`config.mk`:
```
export PLATFORM = sky130hd
export DESIGN_NAME = sf2_result_pipe
export DESIGN_NICKNAME = d
export VERILOG_FILES = /design/src/rtl/spu_pkg.sv /design/src/rtl/sf2_pipe_stage.sv /design/src/rtl/sf2_result_pipe.sv
export SDC_FILE = /design/constraint.sdc
export NUM_CORES = 1
export LEC_CHECK = 0
export BUFFER_PORTS_ARGS = -buffer_cell sky130_fd_sc_hd__buf_2
export CORE_AREA = 2 2 318 320
export DETAILED_ROUTE_END_ITERATION = 8
export DIE_AREA = 0 0 320 322
export HOLD_SLACK_MARGIN = 0.08
export PLACE_DENSITY_LB_ADDON = 0.25
export SYNTH_ARGS = -nofsm -noshare
export SYNTH_HDL_FRONTEND = slang
export SYNTH_HIERARCHICAL = 1
export SYNTH_SLANG_ARGS = --single-unit
```
`constraint.sdc`:
```
create_clock -name clk -period 1.8 [get_ports clk]
set_input_delay 0.27 -clock clk [delete_from_list [all_inputs] [get_ports clk]]
set_output_delay 0.27 -clock clk [all_outputs]
set_load 0.02 [all_outputs]
```
`src/rtl/spu_pkg.sv`:
```
// Shared types and constants for the SPU even-pipe result path.
// An rt_entry_t is one in-flight RT result: valid flag, target register, 128-bit data.
package spu_pkg;

    localparam int WIDTH       = 128;
    localparam int ADDR_W      = 7;
    localparam int SF2_LATENCY = 4;

    typedef struct packed {
        logic              valid;
        logic [0:ADDR_W-1] addr;
        logic [0:WIDTH-1]  data;
    } rt_entry_t;

endpackage

```
`src/rtl/sf2_pipe_stage.sv`:
```
// One result-pipe stage: registers an rt_entry_t each edge; kill drops the valid
// bit while addr/data still shift so the datapath needs no enable.
module sf2_pipe_stage
    import spu_pkg::*;
(
    input  logic      clk,
    input  logic      rst_n,
    input  logic      kill,
    input  rt_entry_t d,
    output rt_entry_t q
);

    always_ff @(posedge clk or negedge rst_n) begin
        if (!rst_n) begin
            q <= '0;
        end else begin
            q.valid <= d.valid & ~kill;
            q.addr  <= d.addr;
            q.data  <= d.data;
        end
    end

endmodule

```
`src/rtl/sf2_result_pipe.sv`:
```
// Fixed-latency writeback pipe for the Simple Fixed 2 unit: every stage is a
// forwarding tap, the last stage drives the register-file write port.
module sf2_result_pipe
    import spu_pkg::*;
#(
    parameter int LATENCY = SF2_LATENCY
) (
    input  logic                        clk,
    input  logic                        rst_n,
    input  logic                        issue_valid,
    input  logic [0:ADDR_W-1]           issue_rt_addr,
    input  logic [0:WIDTH-1]            issue_rt_data,
    input  logic                        flush,
    output logic [LATENCY-1:0]          fwd_valid,
    output logic [LATENCY*ADDR_W-1:0]   fwd_addr,
    output logic [LATENCY*WIDTH-1:0]    fwd_data,
    output logic                        wb_en,
    output logic [0:ADDR_W-1]           wb_addr,
    output logic [0:WIDTH-1]            wb_data,
    output logic [3:0]                  inflight
);

    rt_entry_t          stage_d [LATENCY];
    rt_entry_t          stage_q [LATENCY];
    logic [LATENCY-1:0] next_valid;
    logic [3:0]         inflight_next;
    logic [3:0]         inflight_reg;

    // Flush kills every stage input, including the new issue; the entry that is
    // already in the last stage has been presented this cycle and commits.
    generate
        for (genvar gi = 0; gi < LATENCY; gi++) begin : g_stage
            if (gi == 0) begin : g_head
                assign stage_d[gi].valid = issue_valid;
                assign stage_d[gi].addr  = issue_rt_addr;
                assign stage_d[gi].data  = issue_rt_data;
            end else begin : g_body
                assign stage_d[gi] = stage_q[gi-1];
            end

            sf2_pipe_stage u_stage (
                .clk   (clk),
                .rst_n (rst_n),
                .kill  (flush),
                .d     (stage_d[gi]),
                .q     (stage_q[gi])
            );

            assign next_valid[gi]                   = stage_d[gi].valid & ~flush;
            assign fwd_valid[gi]                    = stage_q[gi].valid;
            assign fwd_addr[gi*ADDR_W +: ADDR_W]    = stage_q[gi].addr;
            assign fwd_data[gi*WIDTH +: WIDTH]      = stage_q[gi].data;
        end
    endgenerate

    always_comb begin
        inflight_next = '0;
        for (int i = 0; i < LATENCY; i++) begin
            if (next_valid[i]) begin
                inflight_next = inflight_next + 4'd1;
            end
        end
    end

    always_ff @(posedge clk or negedge rst_n) begin
        if (!rst_n) begin
            inflight_reg <= '0;
        end else begin
            inflight_reg <= inflight_next;
        end
    end

    assign inflight = inflight_reg;
    assign wb_en    = stage_q[LATENCY-1].valid;
    assign wb_addr  = stage_q[LATENCY-1].addr;
    assign wb_data  = stage_q[LATENCY-1].data;

endmodule
```
==> impl_metrics.yaml <==
clocking:
  clk_pin_slew_ns: 0.06
  cts_made_buffers: 56
  cts_tree: "built"
  clk_latency_ns: 0.61
  cts.sinks: 548
  cts_buffer_depth: 3
  cts_root_buf: "clkbuf_16"
  htreeDepth: 2
placement:
  routabilityCongestion: 0.770
  place_area_um2: 20200
  port-buffer-count: 822
  dpl.hpwl_um: 41200
sta:
  hold_violations: 0
  max_freq_mhz: 576
  slew_violations: 0
  fin_skew_ns: 0.00953
  fin_crit_sh_pct: 96.5
  setup_viol: 0
  min_period_ns: 1.74
  rsz0062_at_grt: "no"
routing:
  drc_errors: 0
  firstDrtPassIters: 4
  vias: 9311
  wirelength_um: 51600
  wl_per_cell_um: 17.3
  drt_iter0_drc: 290
  viasPerCell: 3.12
  ant_nets: 0
logic_synthesis:
  yosysWarningCount: 6
  synth_area_leader_cell: "dfrtp_1"
  syn_nets: 858
  synth_cells: 714
  synthTopCellsByArea: "dfrtp_1 92%, buf_4 6.8%, ha_1 0.42%"
  synth_top_area_share_pct: 91.6
  synth.distinct_cells: 17
  synth_seq_area_share_pct: 91.6
  synth_area_per_cell_um2: 21.0
  syn_area_um2: 15000
  synth_seq_cells: 548
cells_and_area:
  final_cell_mix: "820 x buf_2, 546 x dfrtp_1, 138 x dlygate4sd3_1, 57 x clkbuf_16, 38 x buf_4"
  area_growth_pct: 57.4
  design_area_um2: 23600
  final_common_cell: "buf_2"
  fin_nets: 1786
  seqCellArea_um2: 13700
  multi_input_area_um2: 268
  final_util_pct: 23.7
  largest_reg_flops: 544
  drive_gt1_share_pct: 58.0
  fillers: 10500
  antenna_cells: 0
worst_setup_path:
  cp_max_fo: 3
  critPathKind: "register to register"
  worstReg2RegStart: "g_stage[0].u_stage/q[135]$_DFF_PN0_"
  required_ns: 2.30
  reg2reg_depth: 7
  cp_top_family: "adder cells"
  slowest_stage: "dfrtp_2"
  cp.arrival_ns: 2.24
  crit_path_max_incr_delay_ns: 0.43
  path_buf_inv: 1
  ff2ff_setup_slack_ns: 0.06
  r2r_end: "inflight[1]$_DFF_PN0_"
  cp_cell_sequence: "nand2b_4 -> inv_4 -> ha_4 -> xnor2_2 -> ha_1 -> mux2_2 -> o22a_1"
  cp-start-kind: "register"
  cp-end-kind: "register"
power_and_ir_drop:
  p_clk_share_pct: 43.4
  p_int_uw: 21400
  ir_drop_mv: 0.692
  p_seq_share_pct: 46.8
  power_leakage_uw: 0.0116
  comb_power_share_pct: 9.8
  swShare_pct: 25.0
  power.density_nw_per_um2: 1210
  p_sw_uw: 7130
floorplanning:
  die_x_um: 320
  io_pins: 823
  die_h_um: 322
  rows: 116
  start_util_pct: 15.0
  core_area_um2: 99600
  fp.dieArea_um2: 103000
global_route:
  grt_first_pass_wirelength_um: 72400
  grt_max_degree: 73
  antenna_found_initial: 2
  grt_pass1_vias: 10300
  grt_use_total_pct: 9.56
  overflow: 0
job:
  max_cap_viol_count: 0
min_path:
  hp-class: "input pin to async pin"
status:
  run_status: "completed"
worst register-to-register path: cells and delay by family, from the launching register on:
kind	cells	cell delay, ns
AO/OA/AOI/OAI	1	0.19
multiplexers	1	0.26
flip-flops	1	0.43
buffers and inverters	1	0.04
XOR/XNOR	1	0.10
adder cells (fa/ha/maj)	2	0.50
AND/OR/NAND/NOR	1	0.10
routing by layer:
| metal | track usage, % | vias up | wire (um) |
|---|---|---|---|
| met1 | 10.5 | 4734 | 19300 |
| met4 | 2.80 | 2 | 1010 |
| met2 | 17.0 | 517 | 26700 |
| met3 | 3.60 | 70 | 4640 |
| met5 | 0 | - | 11 |
| li1 | - | 3988 | - |
power groups by stage:
stage | clock [uW] | combinational (uW) | sequential (uW)
floorplan | 0 | 460 | 14300
global placement | 0 | 2630 | 13600
detailed placement | 0 | 2610 | 13600
CTS | 12800 | 2850 | 13400
global route | 13300 | 2970 | 13400
finish | 12400 | 2790 | 13300
through the flow:
step	hold WS [ns]	worst slack, ns	cells	total power, uW	setup TNS (ns)
after floorplan	-0.0256	0.0425	714	14700	0
after global placement	0.193	-0.0871	2744	16200	-0.0871
after detailed placement	0.199	-0.111	2744	16200	-0.111
after CTS	0.127	0.0349	2988	29000	0
after global routing	0.171	0.00131	2987	29700	0
final	0.194	0.0629	2987	28500	0
cell type report:
| cell class | instances | area share, % |
|---|---|---|
| Sequential cell | 548 | 58.2 |
| Timing Repair Buffer | 1006 | 25.3 |
| Tap cell | 1298 | 6.89 |
| Clock buffer | 74 | 6.87 |
| Clock inverter | 31 | 1.61 |
| Multi-Input combinational cell | 28 | 1.14 |
| Inverter | 2 | 0.0425 |
how the worst max path moves through the flow:
stage	slack, ns	depth (start not counted)	startpoint	to
after global placement	-0.09	9	flush	inflight[1]$_DFF_PN0_
after detailed placement	-0.11	9	flush	inflight[1]$_DFF_PN0_
final	0.06	7	g_stage[0].u_stage/q[135]$_DFF_PN0_	inflight[1]$_DFF_PN0_
after global routing	0.001	7	g_stage[0].u_stage/q[135]$_DFF_PN0_	inflight[1]$_DFF_PN0_
after floorplan	0.04	7	g_stage[0].u_stage/q[135]$_DFF_PN0_	inflight[1]$_DFF_PN0_
after CTS	0.03	10	flush	inflight[1]$_DFF_PN0_
cell usage after synthesis:
cell type	number
nor2b_1	1
nand2b_1	1
ha_1	5
buf_4	136
o22a_1	1
o21ai_1	1
nor2_1	4
inv_1	2
dfrtp_1	548
xor2_1	1
nor2b_4	4
or2b_1	1
conb_1	1
mux2_2	1
nand2_1	3
nand3_1	1
xnor2_1	3
cell families (layout without fill, tap and decap cells):
group / after synthesis / count (layout) / share of synthesized area [%]
buffers and inverters: 138 / 1113 / 6.87
flip-flops: 548 / 548 / 91.6
AO/OA/AOI/OAI: 2 / 2 / 0.0919
XOR/XNOR: 4 / 4 / 0.234
AND/OR/NAND/NOR: 15 / 15 / 0.710
adder cells (fa/ha/maj): 5 / 5 / 0.418
multiplexers: 1 / 1 / 0.0752
other: 1 / 1 / 0.0250
what timing repair did:
item,4_1_cts,5_1_grt
hold buffers,139,0
hold endpoints to repair,441,0
buffers inserted,0,1
setup endpoints to repair,1,1
resized for setup,1,5
(Power assumes the default switching activity.)
